**src/rtl/serial_subtractor_pkg.sv**
```systemverilog
// Shared types and sizing helpers for the bit-serial subtractor.
package serial_sub_pkg;

  typedef enum logic [1:0] {
    IDLE = 2'd0,
    RUN  = 2'd1,
    DONE = 2'd2
  } state_t;

  // Bit counter must be able to hold the value W itself.
  function automatic int cnt_width(input int w);
    return (w < 1) ? 1 : $clog2(w + 1);
  endfunction

endpackage

```
**src/rtl/serial_subtractor_if.sv**
```systemverilog
// Request/result bundle of the serial subtractor; ovf exists only when SERIAL_SUB_OVF_EN is defined.
interface serial_subtractor_if #(
  parameter int W = 3
);
  import serial_sub_pkg::*;

  logic         start;
  logic [W-1:0] a;
  logic [W-1:0] b;
  logic         busy;
  logic         done;
  logic [W-1:0] d;
  logic         bo;
`ifdef SERIAL_SUB_OVF_EN
  logic         ovf;

  modport master (output start, a, b, input busy, done, d, bo, ovf);
  modport slave  (input start, a, b, output busy, done, d, bo, ovf);
`else
  modport master (output start, a, b, input busy, done, d, bo);
  modport slave  (input start, a, b, output busy, done, d, bo);
`endif

endinterface

```
**src/rtl/serial_subtractor_full_subtractor.sv**
```systemverilog
// One-bit combinational full subtractor: x - y - bin.
module full_subtractor (
  input  logic x,
  input  logic y,
  input  logic bin,
  output logic diff,
  output logic bout
);

  // Borrow is generated when x<y, or propagated when x==y.
  always_comb begin
    diff = x ^ y ^ bin;
    bout = (~x & y) | (~(x ^ y) & bin);
  end

endmodule

```
**src/rtl/serial_subtractor.sv**
```systemverilog
// Bit-serial W-bit subtractor d = a - b, LSB first, with start/done handshake.
// Optional signed overflow flag is built when SERIAL_SUB_OVF_EN is defined.
module serial_subtractor
  import serial_sub_pkg::*;
#(
  parameter int W = 3
) (
  input  logic               clk,
  input  logic               reset,
  serial_subtractor_if.slave bus
);

  localparam int CW = cnt_width(W);
  localparam logic [CW-1:0] CNT_LAST = CW'(W - 1);
  localparam logic [CW-1:0] CNT_ONE  = CW'(1);

  state_t         state_r;
  logic [W-1:0]   a_r;
  logic [W-1:0]   b_r;
  logic [W-1:0]   res_r;
  logic [CW-1:0]  cnt_r;
  logic           br_r;
  logic           busy_r;
  logic           done_r;
  logic [W-1:0]   d_r;
  logic           bo_r;
  logic           diff_s;
  logic           bout_s;
  logic [W-1:0]   res_next_s;
`ifdef SERIAL_SUB_OVF_EN
  logic           sa_r;
  logic           sb_r;
  logic           ovf_r;
`endif

  full_subtractor u_fs (
    .x    (a_r[0]),
    .y    (b_r[0]),
    .bin  (br_r),
    .diff (diff_s),
    .bout (bout_s)
  );

  // Result bits enter from the MSB side so the LSB lands at bit 0 after W shifts.
  always_comb begin
    res_next_s = {diff_s, res_r[W-1:1]};
  end

  // Control FSM plus datapath and output registers.
  always_ff @(posedge clk) begin
    if (reset) begin
      state_r <= IDLE;
      a_r     <= {W{1'b0}};
      b_r     <= {W{1'b0}};
      res_r   <= {W{1'b0}};
      cnt_r   <= {CW{1'b0}};
      br_r    <= 1'b0;
      busy_r  <= 1'b0;
      done_r  <= 1'b0;
      d_r     <= {W{1'b0}};
      bo_r    <= 1'b0;
`ifdef SERIAL_SUB_OVF_EN
      sa_r    <= 1'b0;
      sb_r    <= 1'b0;
      ovf_r   <= 1'b0;
`endif
    end else begin
      case (state_r)
        IDLE, DONE: begin
          done_r <= 1'b0;
          if (bus.start) begin
            state_r <= RUN;
            a_r     <= bus.a;
            b_r     <= bus.b;
            res_r   <= {W{1'b0}};
            cnt_r   <= {CW{1'b0}};
            br_r    <= 1'b0;
            busy_r  <= 1'b1;
`ifdef SERIAL_SUB_OVF_EN
            sa_r    <= bus.a[W-1];
            sb_r    <= bus.b[W-1];
`endif
          end else begin
            state_r <= IDLE;
            busy_r  <= 1'b0;
          end
        end
        RUN: begin
          a_r   <= {1'b0, a_r[W-1:1]};
          b_r   <= {1'b0, b_r[W-1:1]};
          res_r <= res_next_s;
          br_r  <= bout_s;
          cnt_r <= cnt_r + CNT_ONE;
          if (cnt_r == CNT_LAST) begin
            state_r <= DONE;
            busy_r  <= 1'b0;
            done_r  <= 1'b1;
            d_r     <= res_next_s;
            bo_r    <= bout_s;
`ifdef SERIAL_SUB_OVF_EN
            ovf_r   <= (sa_r != sb_r) && (diff_s != sa_r);
`endif
          end else begin
            state_r <= RUN;
          end
        end
        default: begin
          state_r <= IDLE;
          busy_r  <= 1'b0;
          done_r  <= 1'b0;
        end
      endcase
    end
  end

  assign bus.busy = busy_r;
  assign bus.done = done_r;
  assign bus.d    = d_r;
  assign bus.bo   = bo_r;
`ifdef SERIAL_SUB_OVF_EN
  assign bus.ovf  = ovf_r;
`endif

endmodule

```
**src/flat_wrapper.sv**
```systemverilog
// flat-port wrapper written by rule: the top's interface ports become plain ports
module serial_subtractor_flat import serial_sub_pkg::*;
#(
  parameter int W = 3
)
  (clk, reset, bus_start, bus_a, bus_b, bus_busy, bus_done, bus_d, bus_bo);
  serial_subtractor_if #(.W(W)) bus_i ();
  input  logic clk;
  input  logic reset;
  input wire logic [$bits(bus_i.start)-1:0] bus_start;
  input wire logic [$bits(bus_i.a)-1:0] bus_a;
  input wire logic [$bits(bus_i.b)-1:0] bus_b;
  output wire logic [$bits(bus_i.busy)-1:0] bus_busy;
  output wire logic [$bits(bus_i.done)-1:0] bus_done;
  output wire logic [$bits(bus_i.d)-1:0] bus_d;
  output wire logic [$bits(bus_i.bo)-1:0] bus_bo;
  assign bus_i.start = bus_start;
  assign bus_i.a = bus_a;
  assign bus_i.b = bus_b;
  assign bus_busy = bus_i.busy;
  assign bus_done = bus_i.done;
  assign bus_d = bus_i.d;
  assign bus_bo = bus_i.bo;
  serial_subtractor #(.W(W)) u_core (.clk(clk), .reset(reset), .bus(bus_i));
endmodule
```
**config.mk**
```make
export PLATFORM = sky130hd
export DESIGN_NAME = serial_subtractor_flat
export DESIGN_NICKNAME = d
export VERILOG_FILES = /design/src/rtl/serial_subtractor_pkg.sv /design/src/rtl/serial_subtractor_if.sv /design/src/rtl/serial_subtractor_full_subtractor.sv /design/src/rtl/serial_subtractor.sv /design/src/flat_wrapper.sv
export SDC_FILE = /design/constraint.sdc
export NUM_CORES = 1
export LEC_CHECK = 0
export CAP_MARGIN = 20
export CORE_MARGIN = 5
export CORE_UTILIZATION = 50
export CTS_BUF_LIST = sky130_fd_sc_hd__clkbuf_4
export DETAILED_ROUTE_END_ITERATION = 16
export HOLD_SLACK_MARGIN = 0.03
export PLACE_DENSITY_LB_ADDON = 0.2
export SETUP_SLACK_MARGIN = 0.15
export SLEW_MARGIN = 40
export SYNTH_ARGS = -nofsm -noshare
export SYNTH_HDL_FRONTEND = slang
export SYNTH_HIERARCHICAL = 1
export SYNTH_SLANG_ARGS = --single-unit
```
**constraint.sdc**
```tcl
create_clock -name clk -period 1.8 [get_ports clk]
set_input_delay 0.36 -clock clk [delete_from_list [all_inputs] [get_ports clk]]
set_output_delay 0.36 -clock clk [all_outputs]
set_load 0.02 [all_outputs]
```
# Word level (Yosys, flattened, before mapping)
# Cells that the tools add are included.
word_totals:
  reg_bits: 20
  in_bits: 9
  output_inout_bits: 6
  elab_cells: 46
classes:
  n_addsub: 1
  n_eq_ne: 5
  mux: 16
  n_bitwise: 8
  n_reduce_logical: 6
op_table:
  columns: ["operator", "n"]
  rows:
  - ["$pmux W3 S2", 3]
  - ["$mux W3", 3]
  - ["$pmux W2 S2", 2]
  - ["$eq A2 B2 Y1 const B", 2]
  - ["$mux W1", 4]
  - ["$mux W2", 2]
  - ["$pmux W1 S2", 2]
  - ["$reduce_and A2 Y1", 2]
  - ["$reduce_or A2 Y1", 2]
  - ["$not A1 Y1", 3]
  - ["$add A2 B1 Y2 const B", 1]
  - ["$and A1 B1 Y1", 2]
  - ["$eq A2 B1 Y1 const B", 1]
  - ["$logic_not A2 Y1", 1]
  - ["$ne A2 B1 Y1 const B", 1]
  - ["$ne A2 B2 Y1 const B", 1]
  - ["$reduce_bool A2 Y1", 1]
  - ["$xor A1 B1 Y1", 2]
  - ["$or A1 B1 Y1", 1]

# Logic depth before layout (Yosys ltp)
depth:
  ltp_word: 5
  ltp_mapped: 6
  depth_no_buf: 5

# Modules after synthesis
# The synthesis kept the hierarchy.
modules_own_cells:
  columns: ["module", "n_inst", "cells_per_inst", "area_each_um2", "seq_area_each_um2"]
  rows:
  - ["serial_subtractor", 1, 89, 817.0, 380.4]
  - ["full_subtractor", 1, 4, 31.3, 0.0]

# Worst setup path before layout
# OpenSTA, ideal clock, no wires.
synth_timing:
  kind: "register -> register"
  from: "register u_core.b_r[0]"
  to: "register u_core.d_r[2], in the netlist u_core/bus.d[2]"
  setup_time_ns: 0.070
  arrival_ns: 1.065
  t_required_ns: 1.730
  slack_ns: 0.665
  stages_incl_launch_ff: 5
  n_path_buf: 0
  synth_period_minus_slack_ns: 1.135
  cell_sequence: "dfxtp_1 -> inv_1 -> fa_1 -> nand3_1 -> a21oi_1"
synth_via:
  elab_chain_len: 2
synth_lines:
  columns: ["item", "line", "text"]
  rows:
  - ["start: declaration", "serial_subtractor.sv:19", "logic [W-1:0] b_r;"]
  - ["start signal: assignment", "serial_subtractor.sv:54", "b_r <= {W{1'b0}};"]
  - ["start signal: assignment", "serial_subtractor.sv:74", "b_r <= bus.b;"]
  - ["start signal: assignment", "serial_subtractor.sv:90", "b_r <= {1'b0, b_r[W-1:1]};"]
  - ["$xor A1 B1 Y1 (2 in series)", "serial_subtractor_full_subtractor.sv:12", "diff = x ^ y ^ bin;"]
  - ["via u_core.diff_s", "serial_subtractor.sv:27", "logic diff_s;"]
  - ["end signal: assignment", "serial_subtractor.sv:60", "d_r <= {W{1'b0}};"]
  - ["end signal: assignment", "serial_subtractor.sv:98", "d_r <= res_next_s;"]
  - ["end: declaration", "serial_subtractor.sv:25", "logic [W-1:0] d_r;"]
# The timed path passes the listed nets, and every way through them passes these cells.
# A chain may end at the register's enable or synchronous reset.

# Final worst setup path
layout_timing:
  from: "register u_core.busy_r, in the netlist u_core/bus.busy"
  to: "output bus_busy"
layout_rtl:
  columns: ["item", "line", "text"]
  rows:
  - ["start: declaration", "serial_subtractor.sv:23", "logic busy_r;"]
  - ["start signal: assignment", "serial_subtractor.sv:58", "busy_r <= 1'b0;"]
  - ["start signal: assignment", "serial_subtractor.sv:78", "busy_r <= 1'b1;"]
  - ["start signal: assignment", "serial_subtractor.sv:85", "busy_r <= 1'b0;"]
  - ["end: declaration", "flat_wrapper.sv:13", "output wire logic [$bits(bus_i.busy)-1:0] bus_busy;"]
# No word-level cell between the ends.

==> key figures <==
STA
  • Unrepaired setup endpoints after global routing: no
  • Min cycle time layout: 1.60 ns
  • Fin. Hold Viols: 0
  • Slew at the pin with the worst max-slew slack: 0.715 ns
  • Final period util: 88.8%
  • TNS Setup: 0 ns
  • Slew HR: 52.3%
  • FMAX: 626 MHz
  • Clk_skew: 0.00529 ns
  • Max Slew Vio Count: 0
  • Final setup violation count: 0

Synthesis
  • Yosys top cell by area: dfxtp_1
  • Post-synth top area share: 44.8%
  • Main synth FF type: dfxtp_1
  • Sequential area share after synthesis: 44.8%
  • Most common cell in the netlist: dfxtp_1
  • Syn Area/Cell: 9.12 µm²
  • Synthesized net count: 104
  • Yosys reg bits: 19
  • Netlist cell types: 25
  • Async set or reset register ratio after synthesis: 0%
  • Syn Std Cell Area: 848 µm²
  • Yosys warnings: 6
  • Commonest cells post-synth: dfxtp_1 (19), nand2_1 (17), a21oi_1 (11)
  • Synth area leaders: dfxtp_1 (45%), nand2_1 (7.5%), a311oi_2 (7.1%), a21oi_1 (6.5%), nand3_1 (5.9%)
  • EDFF count, synth: 0
  • Cells after Synth: 93

Setup path
  • Crit-path max FO: 2
  • Worst EP required: 1.44 ns
  • Crit-path cells: clkdlybuf4s50_1
  • Worst Setup Path Type: reg2out
  • Capturing element type of the critical path: output port
  • Data arrival time of the critical path: 1.24 ns
  • CP max-delay cell: clkdlybuf4s50_1
  • Kind of cell adding the most delay to the critical path: buffers and inverters
  • Nature of the critical path startpoint: flop
  • CP peak stage delay: 0.60 ns
  • Crit path buffers/inverters: 1

GRT
  • Total track usage: 12.3%
  • Total congestion overflow: 0
  • Initial antenna violation count: 0
  • Vias in the first global route: 573
  • Largest net degree at the start of global routing: 20
  • Global-route wire length before repair: 2460 µm

Drt
  • Via count: 638
  • Vias per cell: 5.27
  • Routed len/inst: 12.1 µm
  • Post-Route WL: 1460 µm
  • Iter 0 DRT Violations: 12
  • Pre-antenna DRT Iters: 3
  • Antenna-violating nets left: 0
  • Drt drc: 0

Floorplan
  • FP Rows: 14
  • Io pins: 15
  • Die width: 51.2 µm
  • Core area: 1560 µm²
  • Starting Density: 54.4%
  • Die Height: 51.2 µm
  • Die area: 2620 µm²

Power and ir drop
  • Total power: 0.789 mW
  • Pleak: 0.406 nW
  • Cell area power density: 802 nW/µm²
  • Worst vdd rail ir drop: 409 µV

Clock network
  • Clk pin slew, worst setup/hold paths: 0.11 ns
  • CTS tree: yes
  • Num CTS Buffers: 3
  • CTS Sinks: 19
  • Root Driver: clkbuf_4
  • CTS H-Tree Depth: 1
  • CTS Buffer Depth: 2
  • Clk_lat worst skew: 0.29 ns
  • Post-CTS Setup Inserts: 0

Placement
  • Routability Congestion: 0.754
  • Port Buffers: 14
  • Hpwl dp: 1040 µm

Finish
  • Final #Nets: 117
  • Layout area overhead: 16.1%
  • Number of diodes: 0
  • Layout cells sized above 1: 12.4%

Min path
  • Worst Hold Class: reg2reg

Outcome
  • Status: finished clean

Job
  • Maxcap violations: 0
[power by group]
group	leakage (nW)	switching [mW]	internal (mW)
sequential	0.155	0.0140	0.442
clock	0.0177	0.127	0.0825
combinational	0.234	0.0670	0.0569
total	0.406	0.208	0.581
[logic make-up (layout without fill, tap and decap cells)]
kind of cell,count (synthesis),in the layout,share of synthesized area [%]
AOI/OAI and AO/OA,17,17,15.2
and+or+nand+nor,44,44,26.5
buffers and inverters,11,23,9.59
DFF,19,19,44.8
adders and majority gates,2,2,3.83
[placed cells by master, fill, tap and decap left out]
cell type	instances
buf_4	1
clkinv_2	1
a21oi_1	11
clkdlybuf4s50_1	11
ha_1	1
nor2_1	7
a31oi_1	1
o21a_1	1
nand3b_1	2
nand2_1	17
nand2b_1	1
nand2b_4	1
and2b_4	1
nand3_1	10
clkbuf_4	3
nor3b_1	2
fa_1	1
nand2_4	1
dfxtp_1	19
nor3_1	1
inv_1	4
and2b_2	1
a311oi_2	4
dlymetal6s2s_1	3
[final cells by class]
type | instances | area (µm²)
Fill cell | 136 | 574
Multi-Input combinational cell | 63 | 387
Sequential cell | 19 | 380
Timing Repair Buffer | 15 | 155
Clock buffer | 3 | 22.5
Tap cell | 16 | 20.0
Inverter | 4 | 15.0
Clock inverter | 1 | 5.00
[metrics by stage]
stage | hold slack, ns | area (µm²) | instances | utilization (%) | setup WS (ns)
after floorplan | 0.444 | 848 | 93 | - | 0.665
after global placement | 0.442 | 950 | 117 | 60.9 | 0.327
after detailed placement | 0.448 | 950 | 117 | 60.9 | 0.306
after CTS | 0.463 | 977 | 121 | 62.7 | 0.183
after global routing | 0.488 | 985 | 121 | 63.2 | 0.151
final | 0.458 | 985 | 121 | 63.2 | 0.202
[routing by layer]
layer | track usage [%] | vias up | part of all wire [%]
met2 | 20.8 | 7 | 49
met5 | 0 | - | 0
met4 | 5.38 | 0 | 0.68
li1 | - | 337 | -
met3 | 2.91 | 2 | 4.2
met1 | 14.7 | 292 | 46
[worst paths after layout]
kind                                start                    endpoint  slack (ns)  cells after the start
min            u_core/bus.bo$_SDFFE_PP0P_  u_core/bus.bo$_SDFFE_PP0P_        0.46                      2
max          u_core/bus.busy$_SDFFE_PP0P_                    bus_busy        0.20                      1
max reg2reg  u_core/state_r[1]$_SDFF_PP0_  u_core/b_r[0]$_SDFFE_PP0P_        0.40                      3
min reg2reg    u_core/bus.bo$_SDFFE_PP0P_  u_core/bus.bo$_SDFFE_PP0P_        0.46                      2
[state kept, by name (all words and copies together), names as in the netlist]
signal,cells
u_core/bus.bo,1
u_core/bus.busy,1
u_core/cnt_r,2
u_core/a_r,3
u_core/bus.d,3
u_core/bus.done,1
u_core/state_r,2
u_core/b_r,3
u_core/br_r,1
u_core/res_r,2
[what timing repair did]
action                                  4_1_cts  5_1_grt
hold buffers                                  0        0
endpoints found under the setup margin        0        3
resized for setup                             0        3
Note: power is estimated with default switching activity, not from simulation.
